File: src/rtl/saes_iter_core_if.sv
// Request/result handshake bundle for the iterative S-AES core.
// The core connects through the slave modport; the requester uses master.
interface saes_iter_core_if;
    logic        in_valid;
    logic        in_ready;
    logic        in_mode;
    logic [15:0] in_key;
    logic [15:0] in_data;
    logic        out_valid;
    logic        out_ready;
    logic [15:0] out_data;
    logic        busy;

    modport master (
        output in_valid, in_mode, in_key, in_data, out_ready,
        input  in_ready, out_valid, out_data, busy
    );

    modport slave (
        input  in_valid, in_mode, in_key, in_data, out_ready,
        output in_ready, out_valid, out_data, busy
    );
endinterface

File: src/rtl/saes_iter_core.sv
// Iterative Simplified-AES encrypt/decrypt core: one round per cycle, with an
// optional round-key cache that lets a repeated key skip the expansion cycle.
module saes_iter_core #(
    parameter int unsigned SKIP_KEYEXP = 1
) (
    input logic            clk,
    input logic            rst_n,
    saes_iter_core_if.slave bus
);

    typedef enum logic [2:0] {IDLE, KEY, R0, R1, R2, DONE} state_t;

    state_t      state;
    state_t      state_nxt;
    logic        mode_r;
    logic [15:0] key_r;
    logic [15:0] st;
    logic [15:0] k0;
    logic [15:0] k1;
    logic [15:0] k2;
    logic        key_valid;
    logic        accept;
    logic        key_hit;

    function automatic logic [3:0] sbox(input logic [3:0] n);
        case (n)
            4'h0: return 4'h9;  4'h1: return 4'h4;  4'h2: return 4'hA;  4'h3: return 4'hB;
            4'h4: return 4'hD;  4'h5: return 4'h1;  4'h6: return 4'h8;  4'h7: return 4'h5;
            4'h8: return 4'h6;  4'h9: return 4'h2;  4'hA: return 4'h0;  4'hB: return 4'h3;
            4'hC: return 4'hC;  4'hD: return 4'hE;  4'hE: return 4'hF;  default: return 4'h7;
        endcase
    endfunction

    function automatic logic [3:0] inv_sbox(input logic [3:0] n);
        case (n)
            4'h0: return 4'hA;  4'h1: return 4'h5;  4'h2: return 4'h9;  4'h3: return 4'hB;
            4'h4: return 4'h1;  4'h5: return 4'h7;  4'h6: return 4'h8;  4'h7: return 4'hF;
            4'h8: return 4'h6;  4'h9: return 4'h0;  4'hA: return 4'h2;  4'hB: return 4'h3;
            4'hC: return 4'hC;  4'hD: return 4'h4;  4'hE: return 4'hD;  default: return 4'hE;
        endcase
    endfunction

    function automatic logic [15:0] sub_nib(input logic [15:0] s);
        return {sbox(s[15:12]), sbox(s[11:8]), sbox(s[7:4]), sbox(s[3:0])};
    endfunction

    function automatic logic [15:0] inv_sub_nib(input logic [15:0] s);
        return {inv_sbox(s[15:12]), inv_sbox(s[11:8]), inv_sbox(s[7:4]), inv_sbox(s[3:0])};
    endfunction

    // Row 1 of the 2x2 state is nibbles s10 and s11.
    function automatic logic [15:0] shift_row(input logic [15:0] s);
        return {s[15:12], s[3:0], s[7:4], s[11:8]};
    endfunction

    function automatic logic [3:0] gf_mul(input logic [3:0] a, input logic [3:0] b);
        logic [3:0] p;
        logic [3:0] x;
        p = 4'h0;
        x = a;
        for (int i = 0; i < 4; i++) begin
            if (b[i]) p = p ^ x;
            x = {x[2:0], 1'b0} ^ (x[3] ? 4'h3 : 4'h0);
        end
        return p;
    endfunction

    function automatic logic [15:0] mix_col(input logic [15:0] s);
        return {s[15:12] ^ gf_mul(4'h4, s[11:8]), gf_mul(4'h4, s[15:12]) ^ s[11:8],
                s[7:4] ^ gf_mul(4'h4, s[3:0]),    gf_mul(4'h4, s[7:4]) ^ s[3:0]};
    endfunction

    function automatic logic [15:0] inv_mix_col(input logic [15:0] s);
        return {gf_mul(4'h9, s[15:12]) ^ gf_mul(4'h2, s[11:8]),
                gf_mul(4'h2, s[15:12]) ^ gf_mul(4'h9, s[11:8]),
                gf_mul(4'h9, s[7:4])   ^ gf_mul(4'h2, s[3:0]),
                gf_mul(4'h2, s[7:4])   ^ gf_mul(4'h9, s[3:0])};
    endfunction

    function automatic logic [7:0] sub_rot(input logic [7:0] b);
        return {sbox(b[3:0]), sbox(b[7:4])};
    endfunction

    // Returns {K1, K2}; K0 is the key itself.
    function automatic logic [31:0] key_expand(input logic [15:0] key);
        logic [7:0] w2;
        logic [7:0] w3;
        logic [7:0] w4;
        logic [7:0] w5;
        w2 = key[15:8] ^ 8'h80 ^ sub_rot(key[7:0]);
        w3 = w2 ^ key[7:0];
        w4 = w2 ^ 8'h30 ^ sub_rot(w3);
        w5 = w4 ^ w3;
        return {w2, w3, w4, w5};
    endfunction

    assign bus.in_ready = rst_n && (state == IDLE);
    assign accept       = bus.in_valid && bus.in_ready;
    assign key_hit      = (SKIP_KEYEXP != 0) && key_valid && (bus.in_key == k0);

    always_ff @(posedge clk or negedge rst_n) begin
        if (!rst_n) state <= IDLE;
        else        state <= state_nxt;
    end

    always_comb begin
        state_nxt     = state;
        bus.busy      = 1'b1;
        bus.out_valid = 1'b0;
        bus.out_data  = 16'h0000;
        case (state)
            IDLE: begin
                bus.busy = 1'b0;
                if (accept) state_nxt = key_hit ? R0 : KEY;
            end
            KEY:  state_nxt = R0;
            R0:   state_nxt = R1;
            R1:   state_nxt = R2;
            R2:   state_nxt = DONE;
            DONE: begin
                bus.out_valid = 1'b1;
                bus.out_data  = st;
                if (bus.out_ready) state_nxt = IDLE;
            end
            default: state_nxt = IDLE;
        endcase
    end

    // The cache survives mode changes; only reset clears it.
    always_ff @(posedge clk or negedge rst_n) begin
        if (!rst_n) begin
            k0        <= 16'h0000;
            k1        <= 16'h0000;
            k2        <= 16'h0000;
            key_valid <= 1'b0;
        end else if (state == KEY) begin
            k0        <= key_r;
            {k1, k2}  <= key_expand(key_r);
            key_valid <= 1'b1;
        end
    end

    always_ff @(posedge clk) begin
        if (accept) begin
            mode_r <= bus.in_mode;
            key_r  <= bus.in_key;
            st     <= bus.in_data;
        end else begin
            case (state)
                R0: st <= st ^ (mode_r ? k2 : k0);
                R1: st <= mode_r ? inv_mix_col(inv_sub_nib(shift_row(st)) ^ k1)
                                 : mix_col(shift_row(sub_nib(st))) ^ k1;
                R2: st <= mode_r ? inv_sub_nib(shift_row(st)) ^ k0
                                 : shift_row(sub_nib(st)) ^ k2;
                default: ;
            endcase
        end
    end

endmodule

File: src/flat_wrapper.sv
// flat-port wrapper written by rule: the top's interface ports become plain ports
module saes_iter_core_flat 
#(
    parameter int unsigned SKIP_KEYEXP = 1
)
  (clk, rst_n, bus_in_valid, bus_in_mode, bus_in_key, bus_in_data, bus_out_ready, bus_in_ready, bus_out_valid, bus_out_data, bus_busy);
  saes_iter_core_if bus_i ();
  input logic clk;
  input logic rst_n;
  input wire logic [$bits(bus_i.in_valid)-1:0] bus_in_valid;
  input wire logic [$bits(bus_i.in_mode)-1:0] bus_in_mode;
  input wire logic [$bits(bus_i.in_key)-1:0] bus_in_key;
  input wire logic [$bits(bus_i.in_data)-1:0] bus_in_data;
  input wire logic [$bits(bus_i.out_ready)-1:0] bus_out_ready;
  output wire logic [$bits(bus_i.in_ready)-1:0] bus_in_ready;
  output wire logic [$bits(bus_i.out_valid)-1:0] bus_out_valid;
  output wire logic [$bits(bus_i.out_data)-1:0] bus_out_data;
  output wire logic [$bits(bus_i.busy)-1:0] bus_busy;
  assign bus_i.in_valid = bus_in_valid;
  assign bus_i.in_mode = bus_in_mode;
  assign bus_i.in_key = bus_in_key;
  assign bus_i.in_data = bus_in_data;
  assign bus_i.out_ready = bus_out_ready;
  assign bus_in_ready = bus_i.in_ready;
  assign bus_out_valid = bus_i.out_valid;
  assign bus_out_data = bus_i.out_data;
  assign bus_busy = bus_i.busy;
  saes_iter_core #(.SKIP_KEYEXP(SKIP_KEYEXP)) u_core (.clk(clk), .rst_n(rst_n), .bus(bus_i));
endmodule
File: config.mk
export PLATFORM = sky130hd
export DESIGN_NAME = saes_iter_core_flat
export DESIGN_NICKNAME = d
export VERILOG_FILES = /design/src/rtl/saes_iter_core_if.sv /design/src/rtl/saes_iter_core.sv /design/src/flat_wrapper.sv
export SDC_FILE = /design/constraint.sdc
export NUM_CORES = 1
export LEC_CHECK = 0
export CAP_MARGIN = 20
export CELL_PAD_IN_SITES_DETAIL_PLACEMENT = 1
export CELL_PAD_IN_SITES_GLOBAL_PLACEMENT = 2
export CORE_AREA = 2 2 158 160
export CTS_BUF_LIST = sky130_fd_sc_hd__clkbuf_8
export DETAILED_ROUTE_END_ITERATION = 12
export DIE_AREA = 0 0 160 162
export PLACE_DENSITY = 0.74
export SYNTH_ARGS = -nofsm -noshare
export SYNTH_HDL_FRONTEND = slang
export SYNTH_SLANG_ARGS = --single-unit
File: constraint.sdc
create_clock -name clk -period 3.01 [get_ports clk]
set_input_delay 0.602 -clock clk [delete_from_list [all_inputs] [get_ports clk]]
set_output_delay 0.602 -clock clk [all_outputs]
set_load 0.01 [all_outputs]
==> metrics <==
final worst-path cycle share 95.7%; worst reg-to-reg setup slack ~0.17 ns; Arr. time, crit path 2.28 ns; largest net degree at the start of global routing 53; worst hold margin 0.335 ns; Syn Nets 959; global route total overflow 0; delay of the slowest cell on the worst path 0.56 ns; post-synthesis sequential area ratio between 30% and 40%; post-synthesis register bit count between 100 and 150; number of antenna violations at the first check in global routing 0; Overall Global Routing Usage approximately a fifth; peak fanout along the critical path 17; port bufs 55; maximum root-to-sink buffer count 2; most frequent cells in the layout 117 x xnor2_1, 110 x nand2_1, 89 x buf_4; DRT Pass-1 Iters 4; core area 24100 um2; final net count roughly 1.1k; max-cap violation count 0; synth unique cells 70; dpl cells around 1.3k; H-tree Lvls 4; CP required between 2 and 2.5 ns; Max Clk Rate 347 MHz; Finished Layout Cells between 1k and 1.5k; Tightest Pin Transition roughly 0.74 ns; clk_lat worst skew roughly 0.46 ns; max-slew violations 0; warnings from Yosys 0; EDFF count, synth 33; vias in the first global route around 7.0k; min Tclk post-route 2.88 ns; post-synthesis cell count a little under 900; share of cells above drive strength 1 a little under a fifth; Crit. End Element output pin; die area 25900 um2; Post-Synthesis Cell Area 8580 um2; Worst setup SP type flop; WL per Instance 20.1 um; Ant. Diodes 0; first-pass GRT wire length about 42 mm; Buf+Inv Stages, Crit Path 4; status finished, final reports clean; CP Class reg -> out; DRC 0; clk_skew roughly 0.021 ns; CTS Buf Count 17; Reg clk slew, reported paths around 0.10 ns; crit-path leading delay family buffers and inverters; Post-Syn Area per Cell 9.89 um2; Rows 57; CTS tree yes; CP Cell Sequence buf_4 -> inv_1 -> nor3_2 -> buf_6 -> and2_1 -> clkdlybuf4s50_1; endpoints failing hold 0; DR vias roughly 6.7k; Main synth FF type dfrtp_1; Ports between 50 and 60; drt via density 5.00; Chip Height 162 um; root buf cell clkbuf_8; final setup violation count 0; hold crit path type in -> async; worst r2r src u_core.k1[15]; most common cell after layout, fill and taps aside xnor2_1; Rel. slew slack between 50% and 60%; die span in x ~160 um; Slowest-stage cell, CP clkdlybuf4s50_1; HPWL Detailed roughly 21 mm; # hold bufs at CTS 0; routed wire length approximately 27 mm; starting density of the core 35.6%; Placer Congestion about 0.83; Layout area overhead 22.4%; Iter 0 DRT Violations just over 300; Detail Route Antenna Nets 0; worst r2r path cells 10; clk sink count between 100 and 150; Async SR Flop Fraction between 40 and 50%
layout make-up:
class / count / area (um2)
clock inverters: 15 / 161
well taps: 324 / 405
repair buffers: 147 / 1260
clock buffers: 17 / 234
inverters: 40 / 154
flip-flops and latches: 125 / 3100
multi-input cells: 663 / 5200
fillers: 2794 / 13600
layer usage:
metal | global-route usage [%] | vias to the layer above | wire (um) | share of wire, %
met5 | 0 | - | 0 | 0
li1 | - | 3259 | - | -
met3 | 2.99 | 18 | 641 | 2.4
met4 | 5.16 | 0 | 344 | 1.3
met1 | 29.3 | 3278 | 13100 | 49
met2 | 35.3 | 95 | 12700 | 47
how the worst max path moves through the flow:
stage	startpoint	endpoint	slack (ns)	depth (start not counted)
finish	u_core.state[0]	bus_out_data[3]	0.13	6
global route	u_core.state[0]	bus_out_data[3]	-0.006	6
CTS	u_core.state[2]	bus_out_data[11]	0.03	6
detailed placement	bus_in_valid	flop	-0.13	11
global placement	bus_in_valid	flop	-0.04	11
floorplan	u_core.state[2]	flop	0.08	13
synthesized netlist by cell type, drive strengths merged, types with 3 or more instances:
cell type	n	area share, %
a211oi	9	0.79
a21o	7	0.61
a21oi	34	2.1
a22oi	18	1.6
a2bb2oi	3	0.31
a31oi	12	1.4
and2	21	1.5
and3	4	0.29
buf	27	2.1
clkbuf	13	0.57
dfrtp	52	15
dfxtp	40	9.3
edfxtp	33	12
ha	54	7.9
inv	40	1.7
mux2	13	1.7
mux2i	49	6.0
mux4	9	2.4
nand2	110	4.8
nand3	3	0.17
nand3b	5	0.58
nand4	4	0.29
nor2	33	1.6
nor2b	4	0.29
nor3	12	0.76
nor3b	4	0.48
o21a	3	0.26
o21ai	42	2.4
o21bai	4	0.39
o22ai	18	1.5
o2bb2ai	3	0.31
o32ai	3	0.31
xnor2	119	12
xor2	36	3.7
through the flow:
stage	utilization (%)	area, um2	TNS (ns)	setup slack [ns]
after detailed placement	41.5	10000	-0.430	-0.128
after CTS	43.2	10400	0	0.0312
after global routing	43.6	10500	-0.00980	-0.00596
final	43.6	10500	0	0.128
after global placement	41.5	10000	-0.0891	-0.0448
after floorplan	-	8580	0	0.0806
logic make-up after synthesis:
group,count (synthesis),share of synthesized area (%)
and+or+nand+nor,212,12.0
AOI/OAI and AO/OA,169,13.3
xor gates and xnor gates,157,16.4
DFF,125,36.0
buffers and inverters,80,4.39
muxes,71,10.1
adders and majority gates,54,7.87
timing repair:
action	in CTS	in global routing
endpoints found under the setup margin	7	32
setup buffers	0	2
gates resized for setup	3	15
pin swaps	0	3
cloned	0	0
Power is left out: the tool's default activity adds up to more than one toggle a clock period on the data nets, which glitch-free logic cannot reach.
